--- config.mk ---
export PLATFORM = sky130hd
export DESIGN_NAME = match_timer_flat
export DESIGN_NICKNAME = d
export VERILOG_FILES = /design/src/rtl/match_timer_pkg.sv /design/src/rtl/match_timer_if.sv /design/src/rtl/match_timer_tick_prescaler.sv /design/src/rtl/match_timer.sv /design/src/flat_wrapper.sv
export SDC_FILE = /design/constraint.sdc
export NUM_CORES = 1
export LEC_CHECK = 0
export ABC_AREA = 1
export CAP_MARGIN = 20
export CORE_UTILIZATION = 58
export DETAILED_ROUTE_END_ITERATION = 16
export MAX_ROUTING_LAYER = met4
export PLACE_DENSITY_LB_ADDON = 0.05
export RECOVER_POWER = 50
export SLEW_MARGIN = 20
export SYNTH_ARGS = -nofsm -noshare
export SYNTH_HDL_FRONTEND = slang
export SYNTH_HIERARCHICAL = 1
export SYNTH_SLANG_ARGS = --single-unit
--- constraint.sdc ---
create_clock -name clk_26 -period 4.9 [get_ports clk_26]
set_input_delay 1.47 -clock clk_26 [delete_from_list [all_inputs] [get_ports clk_26]]
set_output_delay 1.47 -clock clk_26 [all_outputs]
set_load 0.01 [all_outputs]
--- src/rtl/match_timer_pkg.sv ---
`default_nettype none
// +----------------------------------------------------------------------------+
// | match_timer_pkg                                                            |
// | Phase encodings and phase helpers shared by the match-flow engine.         |
// | Rev 1.0 - initial release                                                  |
// +----------------------------------------------------------------------------+
package match_timer_pkg;

  localparam int PHASE_W = 3;

  typedef enum logic [PHASE_W-1:0] {
    PH_IDLE      = 3'd0,
    PH_COUNTDOWN = 3'd1,
    PH_PLAY      = 3'd2,
    PH_PAUSED    = 3'd3,
    PH_OVERTIME  = 3'd4,
    PH_GAMEOVER  = 3'd5
  } phase_e;

  // Phases in which the ball and paddles move.
  function automatic logic is_playing(input phase_e p);
    return (p == PH_PLAY) || (p == PH_OVERTIME);
  endfunction

endpackage
`default_nettype wire

--- src/rtl/match_timer_if.sv ---
`default_nettype none
// +----------------------------------------------------------------------------+
// | match_timer_if                                                             |
// | Control/status bundle between the game top and the match-flow engine.      |
// | Rev 1.0 - initial release                                                  |
// +----------------------------------------------------------------------------+
interface match_timer_if #(
  parameter int SEC_W = 7
);
  logic                          start;
  logic                          pause;
  logic                          win_reached;
  logic                          scores_tied;
  logic [SEC_W-1:0]              duration_sel;
  match_timer_pkg::phase_e       phase;
  logic [SEC_W-1:0]              seconds;
  logic [SEC_W-1:0]              countdown;
  logic                          play_en;
  logic                          game_over;
  logic                          timeout;
  logic                          hold_done;

  modport master (
    output start, pause, win_reached, scores_tied, duration_sel,
    input  phase, seconds, countdown, play_en, game_over, timeout, hold_done
  );

  modport slave (
    input  start, pause, win_reached, scores_tied, duration_sel,
    output phase, seconds, countdown, play_en, game_over, timeout, hold_done
  );
endinterface
`default_nettype wire

--- src/rtl/match_timer_tick_prescaler.sv ---
`default_nettype none
// +----------------------------------------------------------------------------+
// | tick_prescaler                                                             |
// | Divides clk_26 into game-second ticks; sync clear, stalls when disabled.   |
// | Rev 1.0 - initial release                                                  |
// +----------------------------------------------------------------------------+
module tick_prescaler #(
  parameter int MODULUS = 1
) (
  input  wire logic clk_26,
  input  wire logic reset,
  input  wire logic i_en,
  input  wire logic i_clr,
  output logic      o_tick
);

  generate
    if (MODULUS <= 1) begin : g_passthru
      logic w_unused;
      assign w_unused = clk_26 ^ reset ^ i_clr;
      assign o_tick   = i_en;
    end else begin : g_count
      localparam int                c_cnt_w = $clog2(MODULUS);
      localparam logic [c_cnt_w-1:0] c_last = c_cnt_w'(MODULUS - 1);

      logic [c_cnt_w-1:0] r_cnt;
      logic [c_cnt_w-1:0] w_cnt_eff;

      // A clear makes this cycle count as the first one of the new phase.
      assign w_cnt_eff = i_clr ? '0 : r_cnt;
      assign o_tick    = i_en && (w_cnt_eff == c_last);

      always_ff @(posedge clk_26 or posedge reset) begin
        if (reset)       r_cnt <= '0;
        else if (!i_en)  r_cnt <= w_cnt_eff;
        else if (o_tick) r_cnt <= '0;
        else             r_cnt <= w_cnt_eff + c_cnt_w'(1);
      end
    end
  endgenerate

endmodule
`default_nettype wire

--- src/rtl/match_timer.sv ---
`default_nettype none
// +----------------------------------------------------------------------------+
// | match_timer                                                                |
// | Match flow: IDLE -> COUNTDOWN -> PLAY (pausable) -> GAMEOVER hold -> IDLE. |
// | Optional overtime on tied expiry: define MATCH_OVERTIME_EN.                |
// | Rev 1.0 - initial release                                                  |
// +----------------------------------------------------------------------------+
module match_timer
  import match_timer_pkg::*;
#(
  parameter int SEC_W          = 7,
  parameter int DEFAULT_SECS   = 60,
  parameter int COUNTDOWN_SECS = 3,
  parameter int HOLD_SECS      = 3,
  parameter int TICKS_PER_SEC  = 1,
  parameter int OT_SECS        = 15
) (
  input  wire logic     clk_26,
  input  wire logic     reset,
  match_timer_if.slave  io_mt
);

  localparam int               c_hold_w       = (HOLD_SECS > 1) ? $clog2(HOLD_SECS) : 1;
  localparam logic [SEC_W-1:0] c_default_secs = SEC_W'(DEFAULT_SECS);
  localparam logic [SEC_W-1:0] c_cd_secs      = SEC_W'(COUNTDOWN_SECS);
  localparam logic [SEC_W-1:0] c_one          = SEC_W'(1);
  localparam logic [c_hold_w-1:0] c_hold_last = c_hold_w'(HOLD_SECS - 1);

  phase_e              r_phase;
  phase_e              r_phase_prev;
  phase_e              r_resume;
  logic [SEC_W-1:0]    r_seconds;
  logic [SEC_W-1:0]    r_countdown;
  logic [c_hold_w-1:0] r_hold;
  logic                r_play_en;
  logic                r_game_over;
  logic                r_timeout;
  logic                r_hold_done;
  logic                r_start_q;
  logic                r_pause_q;

  logic                w_start_edge;
  logic                w_pause_edge;
  logic [SEC_W-1:0]    w_eff_dur;
  logic                w_tick;
  logic                w_presc_en;
  logic                w_presc_clr;

  assign w_start_edge = io_mt.start & ~r_start_q;
  assign w_pause_edge = io_mt.pause & ~r_pause_q;
  assign w_eff_dur    = (io_mt.duration_sel == '0) ? c_default_secs : io_mt.duration_sel;
  assign w_presc_en   = (r_phase != PH_IDLE) && (r_phase != PH_PAUSED);
  assign w_presc_clr  = (r_phase != r_phase_prev);

`ifndef MATCH_OVERTIME_EN
  logic w_unused;
  assign w_unused = io_mt.scores_tied ^ (OT_SECS == 0);
`endif

  tick_prescaler #(
    .MODULUS (TICKS_PER_SEC)
  ) u_prescaler (
    .clk_26 (clk_26),
    .reset  (reset),
    .i_en   (w_presc_en),
    .i_clr  (w_presc_clr),
    .o_tick (w_tick)
  );

  always_ff @(posedge clk_26 or posedge reset) begin
    if (reset) r_phase_prev <= PH_IDLE;
    else       r_phase_prev <= r_phase;
  end

  // Edge registers reset high so a level held across reset release is not an edge.
  always_ff @(posedge clk_26 or posedge reset) begin
    if (reset) begin
      r_phase     <= PH_IDLE;
      r_resume    <= PH_PLAY;
      r_seconds   <= c_default_secs;
      r_countdown <= '0;
      r_hold      <= '0;
      r_play_en   <= 1'b0;
      r_game_over <= 1'b0;
      r_timeout   <= 1'b0;
      r_hold_done <= 1'b0;
      r_start_q   <= 1'b1;
      r_pause_q   <= 1'b1;
    end else begin
      r_start_q   <= io_mt.start;
      r_pause_q   <= io_mt.pause;
      r_hold_done <= 1'b0;
      case (r_phase)
        PH_IDLE: begin
          r_seconds <= w_eff_dur;
          if (w_start_edge) begin
            if (COUNTDOWN_SECS == 0) begin
              r_phase   <= PH_PLAY;
              r_play_en <= 1'b1;
            end else begin
              r_phase     <= PH_COUNTDOWN;
              r_countdown <= c_cd_secs;
            end
          end
        end

        PH_GAMEOVER: begin
          if (w_tick) begin
            if (r_hold == c_hold_last) begin
              r_phase     <= PH_IDLE;
              r_hold      <= '0;
              r_game_over <= 1'b0;
              r_timeout   <= 1'b0;
              r_hold_done <= 1'b1;
              r_seconds   <= w_eff_dur;
            end else begin
              r_hold <= r_hold + c_hold_w'(1);
            end
          end
        end

        PH_COUNTDOWN, PH_PLAY, PH_PAUSED, PH_OVERTIME: begin
          if (io_mt.win_reached) begin
            r_phase     <= PH_GAMEOVER;
            r_hold      <= '0;
            r_countdown <= '0;
            r_play_en   <= 1'b0;
            r_game_over <= 1'b1;
            r_timeout   <= 1'b0;
          end else if (w_start_edge) begin
            r_phase     <= PH_IDLE;
            r_countdown <= '0;
            r_play_en   <= 1'b0;
            r_seconds   <= w_eff_dur;
          end else if (w_pause_edge && (r_phase == PH_PAUSED)) begin
            r_phase   <= r_resume;
            r_play_en <= 1'b1;
          end else if (w_pause_edge && is_playing(r_phase)) begin
            r_phase   <= PH_PAUSED;
            r_resume  <= r_phase;
            r_play_en <= 1'b0;
          end else if (w_tick && (r_phase == PH_COUNTDOWN)) begin
            if (r_countdown <= c_one) begin
              r_phase     <= PH_PLAY;
              r_countdown <= '0;
              r_play_en   <= 1'b1;
            end else begin
              r_countdown <= r_countdown - c_one;
            end
          end else if (w_tick && is_playing(r_phase)) begin
            if (r_seconds > c_one) begin
              r_seconds <= r_seconds - c_one;
            end else begin
              r_seconds <= '0;
`ifdef MATCH_OVERTIME_EN
              if ((r_phase == PH_PLAY) && io_mt.scores_tied) begin
                r_phase   <= PH_OVERTIME;
                r_seconds <= SEC_W'(OT_SECS);
              end else
`endif
              begin
                r_phase     <= PH_GAMEOVER;
                r_hold      <= '0;
                r_play_en   <= 1'b0;
                r_game_over <= 1'b1;
                r_timeout   <= 1'b1;
              end
            end
          end
        end

        default: begin
          r_phase     <= PH_IDLE;
          r_countdown <= '0;
          r_play_en   <= 1'b0;
          r_game_over <= 1'b0;
          r_timeout   <= 1'b0;
        end
      endcase
    end
  end

  assign io_mt.phase     = r_phase;
  assign io_mt.seconds   = r_seconds;
  assign io_mt.countdown = r_countdown;
  assign io_mt.play_en   = r_play_en;
  assign io_mt.game_over = r_game_over;
  assign io_mt.timeout   = r_timeout;
  assign io_mt.hold_done = r_hold_done;

endmodule
`default_nettype wire

--- src/flat_wrapper.sv ---
// flat-port wrapper written by rule: the top's interface ports become plain ports
module match_timer_flat import match_timer_pkg::*;
#(
  parameter int SEC_W          = 7,
  parameter int DEFAULT_SECS   = 60,
  parameter int COUNTDOWN_SECS = 3,
  parameter int HOLD_SECS      = 3,
  parameter int TICKS_PER_SEC  = 1,
  parameter int OT_SECS        = 15
)
  (clk_26, reset, io_mt_start, io_mt_pause, io_mt_win_reached, io_mt_scores_tied, io_mt_duration_sel, io_mt_phase, io_mt_seconds, io_mt_countdown, io_mt_play_en, io_mt_game_over, io_mt_timeout, io_mt_hold_done);
  match_timer_if #(.SEC_W(SEC_W)) io_mt_i ();
  input  wire logic clk_26;
  input  wire logic reset;
  input wire logic [$bits(io_mt_i.start)-1:0] io_mt_start;
  input wire logic [$bits(io_mt_i.pause)-1:0] io_mt_pause;
  input wire logic [$bits(io_mt_i.win_reached)-1:0] io_mt_win_reached;
  input wire logic [$bits(io_mt_i.scores_tied)-1:0] io_mt_scores_tied;
  input wire logic [$bits(io_mt_i.duration_sel)-1:0] io_mt_duration_sel;
  output wire logic [$bits(io_mt_i.phase)-1:0] io_mt_phase;
  output wire logic [$bits(io_mt_i.seconds)-1:0] io_mt_seconds;
  output wire logic [$bits(io_mt_i.countdown)-1:0] io_mt_countdown;
  output wire logic [$bits(io_mt_i.play_en)-1:0] io_mt_play_en;
  output wire logic [$bits(io_mt_i.game_over)-1:0] io_mt_game_over;
  output wire logic [$bits(io_mt_i.timeout)-1:0] io_mt_timeout;
  output wire logic [$bits(io_mt_i.hold_done)-1:0] io_mt_hold_done;
  assign io_mt_i.start = io_mt_start;
  assign io_mt_i.pause = io_mt_pause;
  assign io_mt_i.win_reached = io_mt_win_reached;
  assign io_mt_i.scores_tied = io_mt_scores_tied;
  assign io_mt_i.duration_sel = io_mt_duration_sel;
  assign io_mt_phase = io_mt_i.phase;
  assign io_mt_seconds = io_mt_i.seconds;
  assign io_mt_countdown = io_mt_i.countdown;
  assign io_mt_play_en = io_mt_i.play_en;
  assign io_mt_game_over = io_mt_i.game_over;
  assign io_mt_timeout = io_mt_i.timeout;
  assign io_mt_hold_done = io_mt_i.hold_done;
  match_timer #(.SEC_W(SEC_W), .DEFAULT_SECS(DEFAULT_SECS), .COUNTDOWN_SECS(COUNTDOWN_SECS), .HOLD_SECS(HOLD_SECS), .TICKS_PER_SEC(TICKS_PER_SEC), .OT_SECS(OT_SECS)) u_core (.clk_26(clk_26), .reset(reset), .io_mt(io_mt_i));
endmodule
# Word-level counts from Yosys, hierarchy flattened
# Cells that the tools add are included.
# totals
regBits,28
out_inout_bits,21
word_cells,138
# classes
add_sub_neg,3
order_cmp,2
eq_ne,27
muxes,65
n_bitwise,10
reduce_logical,20
# op_table
cell,n
$mux 7,17
$pmux 7 s3,2
$mux 3,11
$mux 1,21
$mux 2,9
$reduce_and 8->1,2
$ne 3x2->1 const B,5
$ne 3x3->1 const B,5
$sub 7x1->7 const B,2
$reduce_and 5->1,2
$pmux 3 s3,1
$reduce_and 9->1,1
$ne 4x3->1 const B,2
$not 1->1,8
$gt 7x1->1 const B,1
$le 7x1->1 const B,1
$logic_not 7->1,1
$ne 7x2->1 const B,1
$ne 7x3->1 const B,1
$ne 7x4->1 const B,1
$eq 3x2->1 const B,2
$eq 3x3->1 const B,2
$ne 2x1->1 const B,3
$pmux 1 s3,2
other kinds (18),24

# Longest topological paths before layout
# depth
depth_word,10
ltp_mapped,14

# Cells and area by module
# The synthesis kept the hierarchy.
# by_module_without_submodules
module,instances,cells_per_inst,area_per_inst_um2
match_timer,1,287,2097.0
tick_prescaler,1,1,7.5

# Worst setup path after synthesis
# No wires, ideal clock.
# synth_path
kind,input to register
start,input port io_mt_start
end,register u_core.r_phase[1] (netlist: u_core/io_mt.phase[1])
setup_time_ns,0.117
arrival_ns,2.312
required_ns,4.783
setup_slack_ns,2.471
path_stages,8
path_buffers,0
path_cell_list,nand2_1 -> nand2_1 -> inv_1 -> nand3_1 -> nor2_1 -> nor2_2 -> nand3_1 -> nand2_1
# synth_between
elab_chain_len,4
word_cells_on_any_way,9
classes_between,eq/ne (4); mux (3); bitwise (1); reduce/logical (1)
# synth_rtl
element,line_no,source
from (decl),flat_wrapper.sv:15,input wire logic [$bits(io_mt_i.start)-1:0] io_mt_start;
$and 1x1->1 *,match_timer.sv:49,assign w_start_edge = io_mt.start & ~r_start_q;
$mux 3,match_timer.sv:130,end else if (w_start_edge) begin
$mux 3,match_timer.sv:123,if (io_mt.win_reached) begin
$pmux 3 s3,match_timer.sv:93,case (r_phase)
to (signal assigned),match_timer.sv:136,r_phase <= r_resume;
to (decl),match_timer.sv:29,phase_e r_phase;
# Mark *: on every way between the ends. The rest lies on a longest branch, timed or not.
# A chain may end at the register's enable or synchronous reset.

# Worst setup path after layout
# layout_path
start,register u_core.r_phase[2] (netlist: u_core/io_mt.phase[2])
end,output port io_mt_phase[2]
# layout_rtl
element,line_no,source
to (decl),flat_wrapper.sv:20,output wire logic [$bits(io_mt_i.phase)-1:0] io_mt_phase;
# No word-level cell between the ends.

==> results <==
- The run finished with clean final reports.
- For the worst flop-to-flop path, the logic depth is 12.
- Routability-driven placement finished with a final weighted congestion of 0.8960.
- VDD sags by at most 438.2 uV.
- The area of all sequential standard cells is 709.4 um^2.
- The worst endpoint required time is 3.43 ns.
- The floorplan die area is 3684 um^2.
- In the final layout, the share of cells above drive strength 1 is 0.1086.
- The number of failing hold endpoints at the final stage is 0.
- The maximum buffer depth of the clock tree is 2.
- Clock latency on the worst-skew pair, taken at its later pin, is 0.32 ns.
- Averaged over all synthesized cells, the footprint is 7.111 um^2.
- In this run the worst path has a maximum fanout of 10.
- The worst path arrival time is 1.65 ns.
- Measured against its own limit, the worst slew margin works out to 0.3603.
- The worst setup path is launched from a flip-flop.
- Summing every instance area after synthesis gives 1998 um^2.
- For this run, the number of Yosys warnings is 6.
- Buffers inserted to repair hold after CTS numbered 0.
- Before CTS, the worst setup slack after placement is 1.712 ns.
- The critical path endpoint category is an output pin.
- The die outline height is 60.70 um.
- The leakage component of the power is 1.198 nW.
- Synthesis produced 281 cells.
- For this run, design rule violations remaining after detail routing come to 0.
- The cell type of the slowest stage on the worst timing path is sky130_fd_sc_hd__dfrtp_1.
- Counting every net in the synthesized netlist gives 298.
- The kind of path behind the tightest hold check is reg2reg.
- The net count of the finished layout is 331.
- The number of antenna violations at the first check in global routing is 0.
- The final setup TNS is 0 ns.
- The count of standard-cell rows is 20.
- The number of buffers and inverters on the critical path is 1.
- For this run, the total global-route usage over all layers was measured as 0.2644.
- In the layout the commonest cells are sky130_fd_sc_hd__nand2_1, sky130_fd_sc_hd__inv_1, sky130_fd_sc_hd__clkdlybuf4s50_1.
- After global routing the overflow that remains totals 0.
- After clock tree synthesis, the clock-pin slew on the worst setup and hold paths is 0.14 ns.
- The vias per cell is 5.232.
- Entering global routing, the biggest net connects 29 pins.
- The area of the core region is 3153 um^2.
- After clock tree synthesis, the setup repair step added 0 buffers.
- The detailed-placement wirelength estimate is 3227 um.
- The H-tree level count is 1.
- The number of buffers added on ports is 32.
- Wires add up to 4187 um.
- TritonCTS created 3 clock buffers.
- Traced cell by cell, the critical path runs through clkdlybuf4s50_1.
- Clock tree synthesis found a total of 28 sinks.
- TritonCTS built the clock tree.
- The cell sitting at the root of the clock tree is a sky130_fd_sc_hd__clkbuf_4.
- The antenna violation net count after detailed routing is 0.
- Counting instances, the worst hold path has a depth of 2.
- The total of endpoints with negative setup slack in the final report is 0.
- The quantity of gates resized following cts is 0.
- On the critical path the largest part of the delay comes from flip-flops.
- Subtracting the final worst setup slack from the clock period gives 3.125 ns.
- The first global-routing pass estimated 7107 um of wire.
- The post-detailed-route wirelength per cell is 11.73 um.
- Dividing the final minimum period by the clock period gives 0.6377.
- The starting density of the core is 0.6337.
- The number of max-cap violations is 0.
- On the worst path, the slowest cell contributes a delay of 0.69 ns.
- The worst path meets setup with 1.775 ns of slack.
- The power density normalized to cell area is 725.4 nW/um^2.
- Relative to the synthesized area, the layout overhead comes to 17.66%.
- The total count of max-transition violations in the final report came to 0.
- In this run the register-to-register setup slack is 2.40 ns.
- The number of global-route vias before repair came to 1627.
- The pre-antenna-repair detailed-routing pass consisted of 4 iterations.
- Static timing analysis puts the maximum clock frequency at 320.0 MHz.
- Summing all multi-input logic gate instances after layout gives 1065 um^2.
- Clock skew on the completed layout was measured at 0.001724 ns.
- Setup repair after global routing left no endpoint under its margin.
- The number of fillers in the final layout is 278.
- The I/O pin total is 34.
- The detailed router finished its first iteration with 96 violations.
- The slew at the pin closest to its max-slew limit is 0.9536 ns.
- The x dimension of the die is 60.70 um.
- The library cell used most frequently in the layout, excluding fill and tap cells, is sky130_fd_sc_hd__nand2_1.
- The detailed router placed 1868 vias in this run.
- The repair_antennas step left the layout with diodes totalling 0.
- In this run the number of cells on the critical path is 1.
- The worst setup path category is reg2out.
[sequential cells by signal, summed over array words and instances (netlist names)]
| name | count |
|---|---|
| u_core/io_mt.seconds | 7 |
| u_core/io_mt.timeout | 1 |
| u_core/io_mt.play_en | 1 |
| u_core/io_mt.phase | 3 |
| u_core/io_mt.countdown | 7 |
| u_core/io_mt.game_over | 1 |
| u_core/r_pause_q | 1 |
| u_core/r_start_q | 1 |
| u_core/r_hold | 2 |
| u_core/io_mt.hold_done | 1 |
| u_core/r_resume | 3 |
[through the flow]
step                power (W)  utilization  cells  hold slack, ns  instance area (um^2)
floorplan            0.001323            -    281          0.4370                  1998
global placement     0.001585       0.7397    353          0.4586                  2332
global route         0.001890       0.7456    357          0.5192                  2351
CTS                  0.001728       0.7512    357          0.4953                  2369
finish               0.001705       0.7456    357          0.4895                  2351
detailed placement   0.001609       0.7397    353          0.4606                  2332
[area by class of cell]
cell class | instances | area share
multi-input combinational | 207 | 0.4529
sequential | 28 | 0.3018
timing repair buffer | 32 | 0.1362
inverter | 42 | 0.07025
tap | 44 | 0.02342
clock buffer | 4 | 0.01543
[where the power goes]
group          internal [W]  switching (W)  leakage, nW
Clock             0.0000455      0.0000662       0.0210
Combinational      0.000446       0.000695        0.829
Sequential         0.000337       0.000115        0.348
[layer usage]
metal | routed length (um) | vias up | track usage
li1 | - | 957 | -
met1 | 2034 | 832 | 0.3700
met2 | 1867 | 77 | 0.3940
met3 | 266 | 2 | 0.02772
met4 | 19 | 0 | 0.1006
met5 | 0 | - | -
[path summary, 6_finish.rpt]
path / start / end
worst max-delay path: u_core/io_mt.phase[2] / io_mt_phase[2]
min in group asynchronous: reset / u_core/io_mt.hold_done
worst max register to register: u_core/io_mt.phase[2] / u_core/io_mt.seconds[0]
worst min-delay path: u_core/io_mt.seconds[5] / u_core/io_mt.seconds[5]
max in group asynchronous: reset / u_core/io_mt.phase[1]
worst min register to register: u_core/io_mt.seconds[5] / u_core/io_mt.seconds[5]
Power figures use the tool's default switching activity.
